File: src/rtl/one_bit_full_adder.sv
`default_nettype none
// ============================================================================
// Module      : one_bit_full_adder
// Description : Combinational one-bit full adder with a registered copy of
//               its outputs and an optional bit-serial word mode. In serial
//               mode the carry is kept internally between bits, and the sum
//               bits are assembled LSB-first into sum_word. A one-cycle
//               word_done pulse and a signed overflow flag mark each
//               completed word.
// Ports       :
//   clk        in   rising-edge clock
//   rst_n      in   asynchronous active-low reset
//   inpa/inpb  in   addend bits
//   cin        in   external carry-in (serial mode: used on the start bit)
//   in_valid   in   qualifies inputs for registered and serial operation
//   serial_en  in   1 = bit-serial word mode, 0 = single-bit mode
//   start      in   first (LSB) bit of a serial word
//   res/cout   out  combinational sum / carry-out
//   res_q/cout_q out registered sum / carry-out
//   out_valid  out  registered valid aligned with res_q/cout_q
//   sum_word   out  assembled serial sum (WIDTH bits)
//   word_done  out  one-cycle pulse when sum_word is complete
//   overflow   out  signed overflow of the completed word
// Revision    : 1.0  initial release
// ============================================================================
module one_bit_full_adder #(
    parameter int WIDTH = 32
) (
    input  logic             clk,
    input  logic             rst_n,
    input  logic             inpa,
    input  logic             inpb,
    input  logic             cin,
    output logic             cout,
    output logic             res,
    input  logic             in_valid,
    input  logic             serial_en,
    input  logic             start,
    output logic             res_q,
    output logic             cout_q,
    output logic             out_valid,
    output logic [WIDTH-1:0] sum_word,
    output logic             word_done,
    output logic             overflow
);

    localparam int              c_CW   = $clog2(WIDTH);
    localparam logic [c_CW-1:0] c_LAST = c_CW'(WIDTH - 1);

    logic             r_carry;
    logic [c_CW-1:0]  r_bit_cnt;
    logic             r_res_q;
    logic             r_cout_q;
    logic             r_out_valid;
    logic [WIDTH-1:0] r_sum_word;
    logic             r_word_done;
    logic             r_overflow;

    logic             w_c_eff;
    logic             w_res;
    logic             w_cout;
    logic [c_CW-1:0]  w_idx;

    // External carry feeds single-bit mode and the first bit of a serial
    // word; every later serial bit chains from the stored carry.
    assign w_c_eff = (!serial_en || start) ? cin : r_carry;
    assign w_res   = inpa ^ inpb ^ w_c_eff;
    assign w_cout  = (inpa & inpb) | (inpa & w_c_eff) | (inpb & w_c_eff);

    // A start bit always lands at position 0, even in the middle of a word.
    assign w_idx   = start ? '0 : r_bit_cnt;

    always_ff @(posedge clk or negedge rst_n) begin
        if (!rst_n) begin
            r_carry     <= 1'b0;
            r_bit_cnt   <= '0;
            r_res_q     <= 1'b0;
            r_cout_q    <= 1'b0;
            r_out_valid <= 1'b0;
            r_sum_word  <= '0;
            r_word_done <= 1'b0;
            r_overflow  <= 1'b0;
        end else begin
            r_word_done <= 1'b0;

            if (in_valid) begin
                r_res_q     <= w_res;
                r_cout_q    <= w_cout;
                r_out_valid <= 1'b1;
            end else begin
                r_out_valid <= 1'b0;
            end

            if (serial_en) begin
                if (in_valid) begin
                    r_carry <= w_cout;
                    if (start) begin
                        r_sum_word <= {{(WIDTH-1){1'b0}}, w_res};
                        r_overflow <= 1'b0;
                    end else begin
                        r_sum_word[w_idx] <= w_res;
                    end

                    if (w_idx == c_LAST) begin
                        r_word_done <= 1'b1;
                        // Carry into the MSB is c_eff; differing from the
                        // MSB carry-out means signed overflow.
                        r_overflow  <= w_c_eff ^ w_cout;
                        r_bit_cnt   <= '0;
                    end else begin
                        r_bit_cnt   <= w_idx + c_CW'(1);
                    end
                end
            end else if (r_bit_cnt != '0) begin
                // Leaving serial mode part-way through discards the word.
                r_bit_cnt <= '0;
            end
        end
    end

    assign res       = w_res;
    assign cout      = w_cout;
    assign res_q     = r_res_q;
    assign cout_q    = r_cout_q;
    assign out_valid = r_out_valid;
    assign sum_word  = r_sum_word;
    assign word_done = r_word_done;
    assign overflow  = r_overflow;

endmodule
`default_nettype wire

File: config.mk
export PLATFORM = sky130hd
export DESIGN_NAME = one_bit_full_adder
export DESIGN_NICKNAME = d
export VERILOG_FILES = /design/src/rtl/one_bit_full_adder.sv
export SDC_FILE = /design/constraint.sdc
export NUM_CORES = 1
export LEC_CHECK = 0
export CORE_ASPECT_RATIO = 1.1
export CORE_MARGIN = 4
export CORE_UTILIZATION = 55
export CTS_BUF_LIST = sky130_fd_sc_hd__clkbuf_16
export CTS_CLUSTER_DIAMETER = 50
export DETAILED_ROUTE_END_ITERATION = 8
export PLACE_DENSITY_LB_ADDON = 0.2
export SYNTH_ARGS = -nofsm -noshare
export SYNTH_HDL_FRONTEND = slang
export SYNTH_SLANG_ARGS = --single-unit
File: constraint.sdc
create_clock -name clk -period 3.2 [get_ports clk]
set_input_delay 0.64 -clock clk [delete_from_list [all_inputs] [get_ports clk]]
set_output_delay 0.64 -clock clk [all_outputs]
set_load 0.01 [all_outputs]
==> results of run 1 <==
-- path summary, 6_finish.rpt --
kind,from,end,slack (ps),cells after the start
hold reg to reg,sum_word[9],sum_word[9],500,2
setup reg to reg,r_carry,sum_word[27],910,7
max in group asynchronous,rst_n,r_bit_cnt[0],2100,1
min in group clk,sum_word[9],sum_word[9],500,2
hold / removal,rst_n,overflow,500,1
setup / recovery,start,cout,90,5
-- per-stage QoR --
step	power, mW	utilization, %
finish	1.452	73.18
global route	1.532	73.18
CTS	1.462	73.18
detailed placement	0.9802	69.81
global placement	0.9700	69.81
floorplan	0.7985	-
-- synth_stat cells, drive strengths merged --
cell type,n
a21oi,2
a22oi,8
and2,2
and3,3
and4b,1
and4bb,3
buf,15
clkbuf,6
dfrtp,43
fa,1
ha,5
inv,3
mux2,5
mux2i,25
nand2,67
nand2b,3
nand3,2
nand3b,2
nor2,1
nor2b,4
nor3,1
nor3b,1
nor4b,3
o211a,1
o211ai,1
o21ai,35
o22ai,1
-- state kept, by name, summed over array words and instances (netlist names) --
signal     count
sum_word      32
r_bit_cnt      5
res_q          1
overflow       1
r_carry        1
out_valid      1
cout_q         1
word_done      1
-- routing by layer --
metal	vias to the layer above	GRT usage, %
li1	909	-
met1	911	29.30
met2	49	34.08
met3	8	5.490
met4	0	6.203
met5	-	0
-- layout make-up --
type                    instances  area (um^2)
well taps                      52        65.06
repair buffers                 54        514.2
fillers                       314         1087
clock inverters                 3        12.51
flip-flops and latches         43         1076
clock buffers                   5        125.1
multi-input cells             177         1162
inverters                       3        11.26
-- power by group --
| part | leakage [nW] | total (mW) | internal (mW) | switching (mW) |
|---|---|---|---|---|
| registers | 0.552 | 0.651 | 0.606 | 0.0452 |
| logic | 0.749 | 0.314 | 0.171 | 0.143 |
| clock network | 0.0762 | 0.487 | 0.282 | 0.205 |
-- critical path: stages --
cell and delay [ps]:
clkdlybuf4s50_1 480, nand2b_1 120, mux2_2 360, fa_1 390, clkdlybuf4s50_1 490
-- logic make-up (layout without fill, tap and decap cells) --
logic type	count (synthesis)	after routing
AND/OR/NAND/NOR	93	93
AO/OA/AOI/OAI	48	48
flip-flops	43	43
multiplexers	30	30
buffers and inverters	24	65
adder cells (fa/ha/maj)	6	6
==> summary.md, run 1 <==
| Metric | Value |
|---|---|
| Setup TNS | `0 ps` |
| Post-synthesis cell count | `~240` |
| Clock root buffer | `clkbuf_16` |
| Worst setup path class | `in2out` |
| First-pass GRT wire length | `between 9000 and 10000 um` |
| Post-Route Skew | `3.791 ps` |
| Antenna fix cells | `0` |
| Number of I/O pins | `47` |
| Final critical-path share of the clock period | `97.33%` |
| Crit-path max FO | `2` |
| GRT Residual Overflow | `0` |
| Multiplexer area fraction after synthesis | `12.95%` |
| Startpoint kind of the worst setup timing path | `primary input` |
| Depth of the CTS H-tree | `2` |
| Last weighted congestion value of the routability-driven placer | `0.7271` |
| Final Instance Count excl. Fillers | `337` |
| Area growth from synthesis to layout | `25.32%` |
| Number of nets produced by synthesis | `258` |
| Post-CTS Resized | `1` |
| Remaining number of nets flagged by the antenna check after routing | `0` |
| Max Cap Viol | `0` |
| Overall die area | `0.005419 mm^2` |
| Dominant combinational cell family by area after synthesis | `simple AND/OR/NAND/NOR gates` |
| Per-cell via count in the routed design | `5.570` |
| Violation count after the first detailed-routing iteration | `145` |
| Run status | `finished, final reports clean` |
| Largest net degree at the start of global routing | `45` |
| RSZ-0062 raised after global routing | `false` |
| Leakage power figure | `1.377 nW` |
| Number of sinks driven by the clock tree | `43` |
| Initial core utilization | `between 50% and 60%` |
| Inserted Clock Buffers | `5` |
| First-pass DRT Iterations | `4` |
| Simple-gate area share of the yosys netlist | `21.30%` |
| Design Area, Final | `between 0.002 and 0.003 mm^2` |
| Type of the worst min-delay path | `in2async` |
| Synthesized-area fraction occupied by adder cells | `3.488%` |
| Area of the core | `between 0.004 and 0.005 mm^2` |
| Number of remaining DRC errors | `0` |
| GRT Util Overall | `approximately 22%` |
| Max-Slew Margin vs Limit | `~37%` |
| Metal2 WL | `2504 um` |
| Fraction of the mapped netlist area in compound gates | `between 10% and 20%` |
| Max clock buf depth | `2` |
| Setup violation total in the final timing report | `0` |
| Wire length per cell after detailed routing | `15.67 um` |
| Peak Freq | `0.3211 GHz` |
| Number of instances in the placed design | `329` |
| Instance area after placement | `0.002830 mm^2` |
| Most frequent standard cell in the layout excluding fill and tap cells | `nand2_1` |
| Worst Hold Margin | `approximately 500 ps` |
| Total standard cell area after synthesis | `0.002367 mm^2` |
| Net count of the finished layout | `298` |
| DR WL met3 | `245 um` |
| Most area-consuming cells after synthesis | `dfrtp_1 (45%), nand2_1 (11%), mux2i_1 (11%)` |
| Total routed wirelength | `roughly 5300 um` |
| Post-CTS setup buffers | `0` |
| Critical Path End Type | `output pin` |
| Dominant cell type by area after synthesis | `dfrtp_1` |
| Min cycle time layout | `roughly 3100 ps` |
| Std-Cell Rows | `24` |
| Pins Over Slew Limit | `0` |
| Uppermost signal routing layer after detailed routing | `met4` |
| Clock latency on the worst-skew pair | `approximately 280 ps` |
| Fraction of layout cells with a size suffix above 1 | `9.825%` |
| Number of antenna violations at the first check in global routing | `0` |
| Detailed placement HPWL | `3386 um` |
| Data arrival time of the critical path | `between 2000 and 2500 ps` |
| Clock slew at the register clock pins of the worst setup and hold paths | `60 ps` |
| Areal power density over the cells | `around 490 mW/mm^2` |
| Xor-xnor portion of the synthesized cell area | `0%` |
| Warning count from the yosys run | `0` |
| Worst-case setup slack after placement | `-100.6 ps` |
| Required time worst endpoint | `around 2600 ps` |
| Area share of the largest cell type after synthesis | `45.45%` |
| CTS tree | `yes` |
| Commonest cells after routing, fill and taps aside | `nand2_1 (67), clkdlybuf4s50_1 (44), dfrtp_1 (43)` |
| Vias in the first global route | `approximately 1900` |
| Worst Slack Setup Final | `85.54 ps` |
| Syn_area_per_cell | `9.702 um^2` |
| Worst supply voltage drop on vdd | `approximately 320 uV` |
| IO Port Bufs | `46` |
| Slew at the pin with the worst max-slew slack | `950.5 ps` |
| Register bit count reported by yosys | `43` |
| Routed length on met1 | `between 2000 and 2500 um` |
| Height of the die | `76.81 um` |
| Number of distinct standard cells referenced by the synthesized netlist | `30` |
| Overall via count from detail_route | `~1900` |
| Die X-Extent | `roughly 71 um` |
| Total count of hold-check failures in the final report | `0` |
| Number of hold buffers added after cts | `0` |
| Post-synthesis sequential area ratio | `45.45%` |
Note: power is estimated with default switching activity, not from simulation.
==> run 2, diff against run 1 <==
--- a/config.mk
+++ b/config.mk
@@ -7,7 +7,7 @@
 export LEC_CHECK = 0
 export CORE_ASPECT_RATIO = 1.1
 export CORE_MARGIN = 4
-export CORE_UTILIZATION = 55
+export CORE_UTILIZATION = 51
 export CTS_BUF_LIST = sky130_fd_sc_hd__clkbuf_16
 export CTS_CLUSTER_DIAMETER = 50
 export DETAILED_ROUTE_END_ITERATION = 8
==> constraint.sdc (replaced) <==
create_clock -name clk -period 3.45 [get_ports clk]
set_input_delay 0.69 -clock clk [delete_from_list [all_inputs] [get_ports clk]]
set_output_delay 0.69 -clock clk [all_outputs]
set_load 0.01 [all_outputs]
==> run 2 against run 1 <==
Net effect:
- register-to-register slack improved by 340 ps
- via count fell by 0.69%
- sequential share of layout area rose by 0.061 points
- critical path type unchanged
- sequential cell count did not move
- critical path depth did not move
- wire length fell by 1.7%
==> summary.md, run 2 (synthesized netlist as in run 1, its figures left out) <==
| Metric | Value |
|---|---|
| Height of the die | `79.46 um (+3.5%)` |
| Post-Route Skew | `4.356 ps (+0.5658 ps)` |
| CTS tree | `yes` |
| Worst supply voltage drop on vdd | `374.6 uV (+16%)` |
| Instance area after placement | `0.002825 mm^2 (-0.18%)` |
| Vias in the first global route | `1836 (-3.5%)` |
| Sequential group share of total power | `45.0% (+0.2 points)` |
| Number of antenna violations at the first check in global routing | `0 (unchanged)` |
| Leakage power figure | `1.372 nW (-0.35%)` |
| Largest net degree at the start of global routing | `45 (unchanged)` |
| IO Port Bufs | `46 (unchanged)` |
| Required time worst endpoint | `2760 ps (+200 ps)` |
| Metal2 WL | `2489 um (-0.60%)` |
| Inserted Clock Buffers | `5 (unchanged)` |
| GRT Util Overall | `20.07% (-1.5 points)` |
| DR WL met3 | `278 um (+13%)` |
| Total count of hold-check failures in the final report | `0 (unchanged)` |
| Number of fillers in the final layout | `356 (+13%)` |
| Fraction of power spent switching nets | `26.77% (-0.30 points)` |
| Uppermost signal routing layer after detailed routing | `met4` |
| Std-Cell Rows | `25 (+4.2%)` |
| Setup violation total in the final timing report | `0 (unchanged)` |
| Peak Freq | `0.3042 GHz` |
| Number of remaining DRC errors | `0 (unchanged)` |
| Clk network pwr share | `33.4% (about the same)` |
| First-pass DRT Iterations | `4 (unchanged)` |
| Depth of the CTS H-tree | `2 (unchanged)` |
| Crit-path max FO | `3 (+1)` |
| Last weighted congestion value of the routability-driven placer | `0.7675 (+5.6%)` |
| Run status | `finished, final reports clean` |
| Proportion of power drawn by combinational gates | `21.6% (about the same)` |
| Type of the worst min-delay path | `reg2reg` |
| Critical Path End Type | `output pin` |
| Clock latency on the worst-skew pair | `280 ps (about the same)` |
| Max Cap Viol | `0 (unchanged)` |
| Net count of the finished layout | `297 (-0.34%)` |
| Routed length on met1 | `2352 um (-4.7%)` |
| Total routed wirelength | `5194 um (-1.7%)` |
| Detailed placement HPWL | `3368 um (-0.53%)` |
| Pins Over Slew Limit | `0 (unchanged)` |
| Slew at the pin with the worst max-slew slack | `955.5 ps (+4.915 ps)` |
| Clock slew at the register clock pins of the worst setup and hold paths | `60 ps (about the same)` |
| Fraction of layout cells with a size suffix above 1 | `9.507% (-0.32 points)` |
| Wire length per cell after detailed routing | `15.37 um (-2.0%)` |
| Number of I/O pins | `47 (unchanged)` |
| Startpoint kind of the worst setup timing path | `primary input` |
| Areal power density over the cells | `452.1 mW/mm^2 (-7.6%)` |
| Per-cell via count in the routed design | `5.515 (-0.99%)` |
| Remaining number of nets flagged by the antenna check after routing | `0 (unchanged)` |
| Max FFs per register | `32 (unchanged)` |
| Sw power | `0.3585 mW (-8.8%)` |
| Data arrival time of the critical path | `2600 ps (+130 ps)` |
| Total power consumption of the routed design | `1.339 mW (-7.8%)` |
| Commonest cells after routing, fill and taps aside | `nand2_1 (67), clkdlybuf4s50_1 (44), dfrtp_1 (43)` |
| Antenna fix cells | `0 (unchanged)` |
| First-pass GRT wire length | `8956 um (-5.3%)` |
| GRT Residual Overflow | `0 (unchanged)` |
| Overall via count from detail_route | `1864 (-0.69%)` |
| Max clock buf depth | `2 (unchanged)` |
| Design Area, Final | `0.002962 mm^2 (-0.17%)` |
| Post-CTS setup buffers | `0 (unchanged)` |
| Area growth from synthesis to layout | `25.11%` |
| Area of the core | `0.004379 mm^2 (+8.0%)` |
| Min cycle time layout | `3288 ps` |
| Initial core utilization | `54.06% (-4.3 points)` |
| Most frequent standard cell in the layout excluding fill and tap cells | `nand2_1` |
| Overall die area | `0.005797 mm^2 (+7.0%)` |
| Cell-internal power | `0.9805 mW (-7.4%)` |
| Final critical-path share of the clock period | `95.29%` |
| Worst setup path class | `in2out` |
| Post-CTS Resized | `1 (unchanged)` |
| Die X-Extent | `72.96 um (+3.4%)` |
| Clock root buffer | `clkbuf_16` |
| Max-Slew Margin vs Limit | `36.30% (-0.33 points)` |
| Number of sinks driven by the clock tree | `43 (unchanged)` |
| RSZ-0062 raised after global routing | `false` |
| Number of hold buffers added after cts | `0 (unchanged)` |
| Violation count after the first detailed-routing iteration | `149 (+2.8%)` |
-- run 2: cell count changes in the layout (fill, tap and decap cells not counted), sizes merged --
cell | previous run | this run
buf | 9 | 8
-- run 2: stage by stage --
| step | setup TNS [ps] | setup WS [ps] | hold WS, ps | util, % | instances |
|---|---|---|---|---|---|
| after floorplan | 0 | 655.6 | 394.4 | - | 244 |
| after global placement | 0 | 8.958 | 488.3 | 64.51 | 330 |
| after detailed placement | -17.17 | -17.17 | 496.8 | 64.51 | 330 |
| after CTS | 0 | 161.9 | 510.7 | 67.63 | 338 |
| after global routing | 0 | 125.1 | 531.2 | 67.63 | 338 |
| final | 0 | 162.4 | 504.9 | 67.63 | 338 |
-- run 2: final cells by class --
class	count	area [um^2]	share of cell area (%)
Clock buffer	5	125.1	4.225
Timing Repair Buffer	53	506.7	17.11
Tap cell	54	67.56	2.281
Inverter	3	11.26	0.3802
Sequential cell	43	1076	36.33
Clock inverter	3	12.51	0.4225
Multi-Input combinational cell	177	1162	39.25
-- run 2: final timing paths --
| path | from | end | slack, ps | cells after the start |
|---|---|---|---|---|
| setup / recovery | start | cout | 160 | 5 |
| hold / removal | cout_q | cout_q | 500 | 1 |
| setup reg to reg | r_carry | sum_word[31] | 1250 | 7 |
| hold reg to reg | cout_q | cout_q | 500 | 1 |
| max in group asynchronous | rst_n | sum_word[21] | 2300 | 1 |
| min in group asynchronous | rst_n | word_done | 560 | 1 |
-- run 2: worst max-delay path, cell delays in order --
cell	delay, ps
clkdlybuf4s50_1	520
nand2b_1	140
mux2_2	370
fa_1	380
clkdlybuf4s50_1	490
-- run 2: routing by layer --
layer	global-route usage, %	vias to the layer above
met2	31.86	56
met4	7.749	0
li1	-	908
met5	0	-
met3	3.401	7
met1	27.28	893
-- run 2: power groups by stage --
stage	Clock, mW	Combinational, mW	Sequential (mW)
CTS	0.459	0.294	0.604
global placement	0	0.288	0.611
floorplan	0	0.108	0.633
finish	0.448	0.289	0.603
global route	0.483	0.317	0.611
detailed placement	0	0.294	0.612
